### config.mk
export PLATFORM = sky130hd
export DESIGN_NAME = mul_div_unit
export DESIGN_NICKNAME = d
export VERILOG_FILES = /design/src/rtl/mdu_pkg.sv /design/src/rtl/mdu_datapath.sv /design/src/rtl/mul_div_unit.sv
export SDC_FILE = /design/constraint.sdc
export NUM_CORES = 1
export LEC_CHECK = 0
export BUFFER_PORTS_ARGS = -buffer_cell sky130_fd_sc_hd__buf_2
export CORE_UTILIZATION = 25
export DETAILED_ROUTE_END_ITERATION = 10
export GPL_TIMING_DRIVEN = 0
export HOLD_SLACK_MARGIN = 0.1
export PLACE_DENSITY_LB_ADDON = 0.05
export SYNTH_ARGS = -nofsm -noshare
export SYNTH_HDL_FRONTEND = slang
export SYNTH_SLANG_ARGS = --single-unit
### constraint.sdc
create_clock -name clk -period 4.1 [get_ports clk]
set_input_delay 0.41 -clock clk [delete_from_list [all_inputs] [get_ports clk]]
set_output_delay 0.41 -clock clk [all_outputs]
set_load 0.02 [all_outputs]
### src/rtl/mdu_pkg.sv
// rtl/mdu_pkg.sv - shared encodings and constants for the multiply/divide unit
package mdu_pkg;

  localparam int MDU_WIDTH = 32;
  localparam int MDU_ITER  = MDU_WIDTH;

  typedef enum logic [1:0] {
    MDU_MULT  = 2'b00,
    MDU_MULTU = 2'b01,
    MDU_DIV   = 2'b10,
    MDU_DIVU  = 2'b11
  } mdu_op_e;

  typedef enum logic [1:0] {
    IDLE = 2'b00,
    CALC = 2'b01,
    FIX  = 2'b10
  } mdu_state_e;

endpackage

### src/rtl/mdu_datapath.sv
// rtl/mdu_datapath.sv - one-bit-per-cycle shift-add / restoring shift-subtract engine
module mdu_datapath
  import mdu_pkg::*;
#(
  parameter int WIDTH = MDU_ITER
) (
  input  logic               clk,
  input  logic               reset,
  input  logic               load,
  input  logic               step,
  input  logic               is_div,
  input  logic [WIDTH-1:0]   x,
  input  logic [WIDTH-1:0]   y,
  output logic [2*WIDTH-1:0] acc,
  output logic               last
);

  localparam int CW = $clog2(WIDTH);

  logic [WIDTH-1:0]   opnd;
  logic [CW-1:0]      cnt;
  logic [WIDTH-1:0]   addend;
  logic [WIDTH:0]     msum;
  logic [WIDTH:0]     dtrial;
  logic [WIDTH:0]     ddiff;
  logic [2*WIDTH-1:0] acc_next;

  // acc holds {partial_high, multiplier} for multiply and {remainder, dividend/quotient} for divide
  always_comb begin
    addend   = acc[0] ? opnd : '0;
    msum     = {1'b0, acc[2*WIDTH-1:WIDTH]} + {1'b0, addend};
    dtrial   = acc[2*WIDTH-1:WIDTH-1];
    ddiff    = dtrial - {1'b0, opnd};
    acc_next = {msum, acc[WIDTH-1:1]};
    if (is_div) begin
      if (ddiff[WIDTH]) acc_next = {acc[2*WIDTH-2:0], 1'b0};
      else              acc_next = {ddiff[WIDTH-1:0], acc[WIDTH-2:0], 1'b1};
    end
  end

  always_ff @(posedge clk) begin
    if (reset) begin
      acc  <= '0;
      opnd <= '0;
      cnt  <= '0;
    end else if (load) begin
      acc  <= {{WIDTH{1'b0}}, x};
      opnd <= y;
      cnt  <= '0;
    end else if (step) begin
      acc  <= acc_next;
      cnt  <= cnt + CW'(1);
    end
  end

  assign last = (cnt == CW'(WIDTH - 1));

endmodule

### src/rtl/mul_div_unit.sv
// rtl/mul_div_unit.sv - iterative MULT/MULTU/DIV/DIVU unit with HI/LO registers
module mul_div_unit
  import mdu_pkg::*;
#(
  parameter int WIDTH = MDU_WIDTH
) (
  input  logic             clk,
  input  logic             reset,
  input  logic             start,
  input  logic [1:0]       op,
  input  logic [WIDTH-1:0] a,
  input  logic [WIDTH-1:0] b,
  input  logic             hi_we,
  input  logic             lo_we,
  input  logic [WIDTH-1:0] wdata,
  output logic             busy,
  output logic             done,
  output logic [WIDTH-1:0] hi,
  output logic [WIDTH-1:0] lo
);

  mdu_state_e state, state_next;

  logic               load, step, last;
  logic               is_signed, sa, sb;
  logic [WIDTH-1:0]   xmag, ymag;
  logic [2*WIDTH-1:0] acc;
  logic               is_div_q, sign_q, sign_r_q, dz_q;
  logic [2*WIDTH-1:0] prod;
  logic [WIDTH-1:0]   quo, rem;

  assign is_signed = (op == MDU_MULT) || (op == MDU_DIV);
  assign sa        = is_signed & a[WIDTH-1];
  assign sb        = is_signed & b[WIDTH-1];
  assign xmag      = sa ? -a : a;
  assign ymag      = sb ? -b : b;

  mdu_datapath #(.WIDTH(WIDTH)) u_datapath (
    .clk    (clk),
    .reset  (reset),
    .load   (load),
    .step   (step),
    .is_div (is_div_q),
    .x      (xmag),
    .y      (ymag),
    .acc    (acc),
    .last   (last)
  );

  always_comb begin
    state_next = state;
    load       = 1'b0;
    step       = 1'b0;
    case (state)
      IDLE: if (start) begin
        load       = 1'b1;
        state_next = CALC;
      end
      CALC: begin
        step = 1'b1;
        if (last) state_next = FIX;
      end
      FIX:     state_next = IDLE;
      default: state_next = IDLE;
    endcase
  end

  // Divide by zero yields an all-ones quotient regardless of sign; the remainder path already returns a
  always_comb begin
    prod = sign_q ? -acc : acc;
    quo  = sign_q ? -acc[WIDTH-1:0] : acc[WIDTH-1:0];
    if (dz_q) quo = '1;
    rem  = sign_r_q ? -acc[2*WIDTH-1:WIDTH] : acc[2*WIDTH-1:WIDTH];
  end

  always_ff @(posedge clk) begin
    if (reset) begin
      state    <= IDLE;
      done     <= 1'b0;
      hi       <= '0;
      lo       <= '0;
      is_div_q <= 1'b0;
      sign_q   <= 1'b0;
      sign_r_q <= 1'b0;
      dz_q     <= 1'b0;
    end else begin
      state <= state_next;
      done  <= (state == FIX);
      if (load) begin
        is_div_q <= op[1];
        sign_q   <= sa ^ sb;
        sign_r_q <= sa;
        dz_q     <= (b == '0);
      end
      if (state == FIX) begin
        if (is_div_q) begin
          hi <= rem;
          lo <= quo;
        end else begin
          hi <= prod[2*WIDTH-1:WIDTH];
          lo <= prod[WIDTH-1:0];
        end
      end else if (state == IDLE && !start) begin
        if (hi_we) hi <= wdata;
        if (lo_we) lo <= wdata;
      end
    end
  end

  assign busy = (state != IDLE);

endmodule

## Yosys cells after proc, flatten, opt, wreduce, memory -nomap -nowiden

Cells that the tools add are included.
W data, S select, Z words.

- Reduce and logical (&&, ||, !) cells: 15
- $mul: 0
- Magnitude comparators: 0
- Bitwise logic cells: 3
- Shifts and indexed selects: 0
- $add $sub $neg: 8
- Multiplexer cells: 25
- Equality and inequality tests: 6
- Div/mod/pow operators: 0

Operators by type and width:

| operator | count |
|---|---|
| $mux W32 | 16 |
| $mux W64 | 3 |
| $neg A32 Y32 | 4 |
| $neg A64 Y64 | 1 |
| $add A32 B32 Y33 | 1 |
| $sub A33 B32 Y33 | 1 |
| $logic_not A32 Y1 | 1 |
| $reduce_bool A2 Y1 | 5 |
| $reduce_and A2 Y1 | 3 |
| $add A5 B1 Y5 const B | 1 |
| $eq A5 B5 Y1 const B | 1 |
| $eq A2 B2 Y1 const B | 2 |
| $logic_not A2 Y1 | 2 |
| $mux W2 | 2 |
| $ne A2 B2 Y1 const B | 2 |
| $pmux W2 S2 | 1 |
| $mux W1 | 3 |
| $and A1 B1 Y1 | 2 |
| $eq A2 B1 Y1 const B | 1 |
| $reduce_or A2 Y1 | 1 |
| $logic_and A1 B1 Y1 | 1 |
| $logic_not A1 Y1 | 1 |
| $logic_or A1 B1 Y1 | 1 |
| $xor A1 B1 Y1 | 1 |

- ROM bits: 0
- Latch bits: 0
- RAM bits: 0
- Memories kept: 0
- Word-level logic and storage cells: 69
- Flip-flop bits (word level): 172

## Depth between registers and ports, before layout

- Depth in word-level cells: 5
- Depth in mapped cells: 15
- Depth with buffers taken out: 13

## By module

Synthesis repeated with hierarchy kept, for this count alone.

- Cell total of the unflattened synthesis: 1826
- Area, all modules: 14445.1 µm²

Modules (own cells, without submodules):

| module | area each (µm²) | instances | cells an instance |
|---|---|---|---|
| mdu_datapath | 8184.1 | 1 | 1035 |
| mul_div_unit | 6261.0 | 1 | 791 |

## Worst setup path after synthesis

OpenSTA, ideal clock, no wires.

- Path type: register -> register
- From: reg u_datapath.acc[0]
- To: reg u_datapath.acc[62]
- Path slack: 0.894 ns
- Clock period less this slack: 3.206 ns
- Buffers on the path: 1
- Library setup time: 0.086 ns
- Stages on the path, launching flop included: 15
- Arrival: 3.120 ns
- Data required time: 4.014 ns
- Path through: dfxtp_1 > clkinv_1 > clkbuf_1 > nor2_1 > ha_1 > and4_1 > a21o_1 > a311o_1 > o21ai_0 > a311o_1 > o21ai_1 > a211oi_1 > o21ai_0 > xnor2_1 > a211oi_1

- Cells in the longest elaborated chain, start to end: 3

RTL lines:

| what | line | text |
|---|---|---|
| from (decl) | mdu_datapath.sv:14 | `output logic [2*WIDTH-1:0] acc,` |
| from (signal assigned) | mdu_datapath.sv:47 | `acc <= {{WIDTH{1'b0}}, x};` |
| from (signal assigned) | mdu_datapath.sv:51 | `acc <= acc_next;` |
| $mux W32 | mdu_datapath.sv:30 | `addend = acc[0] ? opnd : '0;` |
| $add A32 B32 Y33 | mdu_datapath.sv:31 | `msum = {1'b0, acc[2*WIDTH-1:WIDTH]} + {1'b0, addend};` |
| $mux W64 | mdu_datapath.sv:35 | `if (is_div) begin` |

No other way between the ends.
A chain may end at the register's enable or synchronous reset.

## Final worst setup path

- From: reg u_datapath.acc[31]
- To: reg u_datapath.acc[61]

- Cells in the longest elaborated chain, start to end: 3

RTL lines:

| what | line | text |
|---|---|---|
| $sub A33 B32 Y33 | mdu_datapath.sv:33 | `ddiff = dtrial - {1'b0, opnd};` |
| $mux W64 | mdu_datapath.sv:36 | `if (ddiff[WIDTH]) acc_next = {acc[2*WIDTH-2:0], 1'b0};` |
| $mux W64 | mdu_datapath.sv:35 |  |

No other way between the ends.

==> flow_metrics.tcl <==
set metrics [dict create \
    cts-root-buf "clkbuf_16" \
    drc_errors 0 \
    final-hold-violation-count 0 \
    num_antenna_cells 0 \
    drv_slew 0 \
    cts_tree "built" \
    syn_inst 1862 \
    synthMuxAreaShare_pct 6.88 \
    start_util_pct 25.5 \
    critPathKind "reg2reg" \
    yosysTopAreaCellShare_pct 24.4 \
    worstPathRequired_ns 4.47 \
    worst_slew_pin_slew_ns 0.869 \
    routabilityCongestion 0.886 \
    cp.arrival_ns 4.32 \
    yosys_warnings 0 \
    cts_buffers 17 \
    cpPeakStageDelay_ns 0.45 \
    final.min_clock_period_ns 3.95 \
    power_w 0.00556 \
    crit_fanout 10 \
    hp-class "in2reg" \
    synth_fa_ha_area_share_pct 6.49 \
    synth_edf_count 0 \
    critPathLaunchType "register" \
    synth_cell_type_count 83 \
    cts_max_level 4 \
    drive_gt1_share_pct 12.3 \
    drv_cap 0 \
    die_area_sq_um 57400 \
    grt_usage_pct 23.1 \
    grt_pass1_vias 14379 \
    antenna_found_initial 0 \
    syn_nets 2037 \
    ys_ff_latch 172 \
    synth_compound_area_share_pct 27.7 \
    crit_path_end_kind "register" \
    fp.dieH_um 240 \
    synth_top_flop_cell "dfxtp_1" \
    ant_nets 0 \
    cts_hold_buf 0 \
    overflow 0 \
    rows 86 \
    synthXorXnorAreaFrac_pct 10.7 \
    vias 14651 \
    p_leak_nw 6.71 \
    max_freq_mhz 253 \
    synth_top_cell_by_area "dfxtp_1" \
    area_growth_pct 17.4 \
    setup_viol_count_final 0 \
    asyncSetResetFlopFracSynth_pct 0 \
    nNetsFinal 2225 \
    seq_area_frac_synth_pct 24.4 \
    synthTopCellsByArea "dfxtp_1 24%, mux2i_1 6.8%, xor2_1 6.4%, ha_1 6.2%, nor2_1 6.0%" \
    wl_met3_um 2300 \
    synth.cell_area_sq_um 14100 \
    grt_max_degree 18 \
    fin_skew_ns 0.0141 \
    top_layer "met4" \
    synthSimpleGateAreaFrac_pct 18.8 \
    status "finished, final reports clean" \
    synth_top_family_by_area "compound AO/OA/AOI/OAI gates" \
    core_area_sq_um 55400 \
    cts.sinks 172 \
    wl_per_cell_um 23.3 \
    max-slew-margin-rel_pct 42.1 \
    clockBufferDepth 2 \
    fp.dieW_um 240 \
    clk_pin_slew_worst_paths_ns 0.08 \
    totalWireLength_um 65600 \
    grt_pass1_wl_um 97400 \
    wl_met1_um 32000 \
    drt-pass1-iter-count 7 \
    critPathSlowestCell "fa_1" \
    syn_area_per_cell_sq_um 7.58 \
    period_share_pct 96.4 \
    hpwl_um 53800 \
    p_per_area_nw_per_um2 335 \
    path_cells "inv_1 > ha_1 > fa_1 > nand2b_1 > a21oi_2 > o22ai_2 > o31ai_4 > a211oi_4 > buf_4 > xnor2_2 > clkbuf_1 > a31oi_1 > a32o_1" \
    routed-wl-met2_um 30200 \
    ioPinCount 169 \
    viasPerCell 5.21 \
    drt_iter0_drc 958 \
    final_core_util_pct 29.9 \
    clk_latency_ns 0.49 \
    rsz0062_at_grt "false" \
    irDropWorstVdd_mv 0.325 \
    place.port_buffers 167 \
]
where the power goes:
| part | internal (W) | switching (W) | total (W) | leakage [nW] |
|---|---|---|---|---|
| logic | 0.000636 | 0.00125 | 0.00188 | 5.00 |
| registers | 0.00178 | 0.000146 | 0.00192 | 1.41 |
| clock network | 0.000919 | 0.000837 | 0.00176 | 0.297 |
critical path: cells and delay by family (launching register included):
kind	cells	cell delay [ns]
flops	1	0.43
buf+inv	3	0.72
simple gates	1	0.20
compound gates	6	1.44
fa+ha+maj	2	0.73
xor+xnor	1	0.32
through the flow:
| step | setup TNS [ns] | setup WS (ns) | hold slack (ns) | std cells | area (sq um) |
|---|---|---|---|---|---|
| after floorplan | 0 | 0.894 | 0.432 | 1862 | 14100 |
| after global placement | -13.72 | -0.553 | 0.443 | 2777 | 15900 |
| after detailed placement | -14.02 | -0.566 | 0.453 | 2777 | 15900 |
| after CTS | 0 | 0.00956 | 0.119 | 2809 | 16500 |
| after global routing | 0 | 0.0137 | 0.143 | 2811 | 16600 |
| final | 0 | 0.149 | 0.168 | 2811 | 16600 |
sequential cells by signal, indices dropped and copies added, names as in the netlist, 2 cells and up:
register,flops
u_datapath.acc,64
lo,32
u_datapath.cnt,5
state,2
hi,32
u_datapath.opnd,32
logic make-up (layout without fill, tap and decap cells):
| kind of cell | after synthesis | after routing |
|---|---|---|
| compound gates | 594 | 594 |
| mux | 97 | 97 |
| buf+inv | 181 | 382 |
| xor+xnor | 173 | 173 |
| flops | 172 | 172 |
| fa+ha+maj | 72 | 72 |
| simple gates | 573 | 573 |
path summary, 6_finish.rpt:
check	start	to	slack, ns	cells after the start
min reg2reg	u_datapath.opnd[31]	u_datapath.opnd[31]	0.46	2
min	op[1]	is_div_q	0.17	3
max reg2reg	u_datapath.acc[31]	u_datapath.acc[61]	0.15	13
max	u_datapath.acc[31]	u_datapath.acc[61]	0.15	13
Yosys cell counts (all sizes together) (5+ instances only):
master	count
o21ai	126
inv	51
a211oi	108
nor2b	12
xor2	103
xnor2	70
o21a	13
nor2	227
o22ai	6
o21bai	7
or4	5
nand3	32
and3	8
clkbuf	110
o41ai	13
a21oi	150
nor4	14
and2	12
nor3	49
nand2	138
a221oi	34
o211ai	24
buf	19
nand4	14
or2	6
a21o	27
o31ai	18
ha	70
dfxtp	172
o221ai	5
nand2b	17
a311oi	9
mux2i	96
or3	27
a31oi	13
layout by cell type, fill, tap and decap left out, drive strengths merged, types with 9 or more instances in the layout:
master  Yosys  final
o41ai      13     13
xnor2      70     70
or3        27     27
nor2      227    227
buf        19    186
xor2      103    103
mux2i      96     96
o21ai     126    126
nand2b     17     17
nor4       14     14
o31ai      18     18
a31oi      13     13
a221oi     34     34
a21oi     150    150
a211oi    108    108
and2       12     12
nand3      32     32
nor3       49     49
o211ai     24     24
clkbuf    110    129
dfxtp     172    172
inv        51     57
ha         70     70
nand2     138    138
o21a       13     13
a21o       27     27
nor2b      12     12
a311oi      9      9
nand4      14     14
timing repair:
action	4_1_cts	5_1_grt
endpoints found under the setup margin	33	26
gates resized for setup	10	11
endpoints found under the hold margin	0	0
setup buffers	0	2
pin swaps	0	1
routing by layer:
| layer | up-vias | GRT usage [%] |
|---|---|---|
| met2 | 365 | 37.7 |
| met3 | 47 | 2.86 |
| met1 | 7046 | 31.7 |
| li1 | 7193 | - |
| met5 | - | 0 |
| met4 | 0 | 5.81 |
final cells by class:
class / count / area (sq um)
Inverter: 52 / 200
Fill cell: 6163 / 38800
Clock buffer: 17 / 425
Timing Repair Buffer: 169 / 851
Clock inverter: 15 / 180
Multi-Input combinational cell: 1509 / 10000
Sequential cell: 172 / 3450
Buffer: 129 / 519
Tap cell: 748 / 936
(Power assumes the default switching activity.)
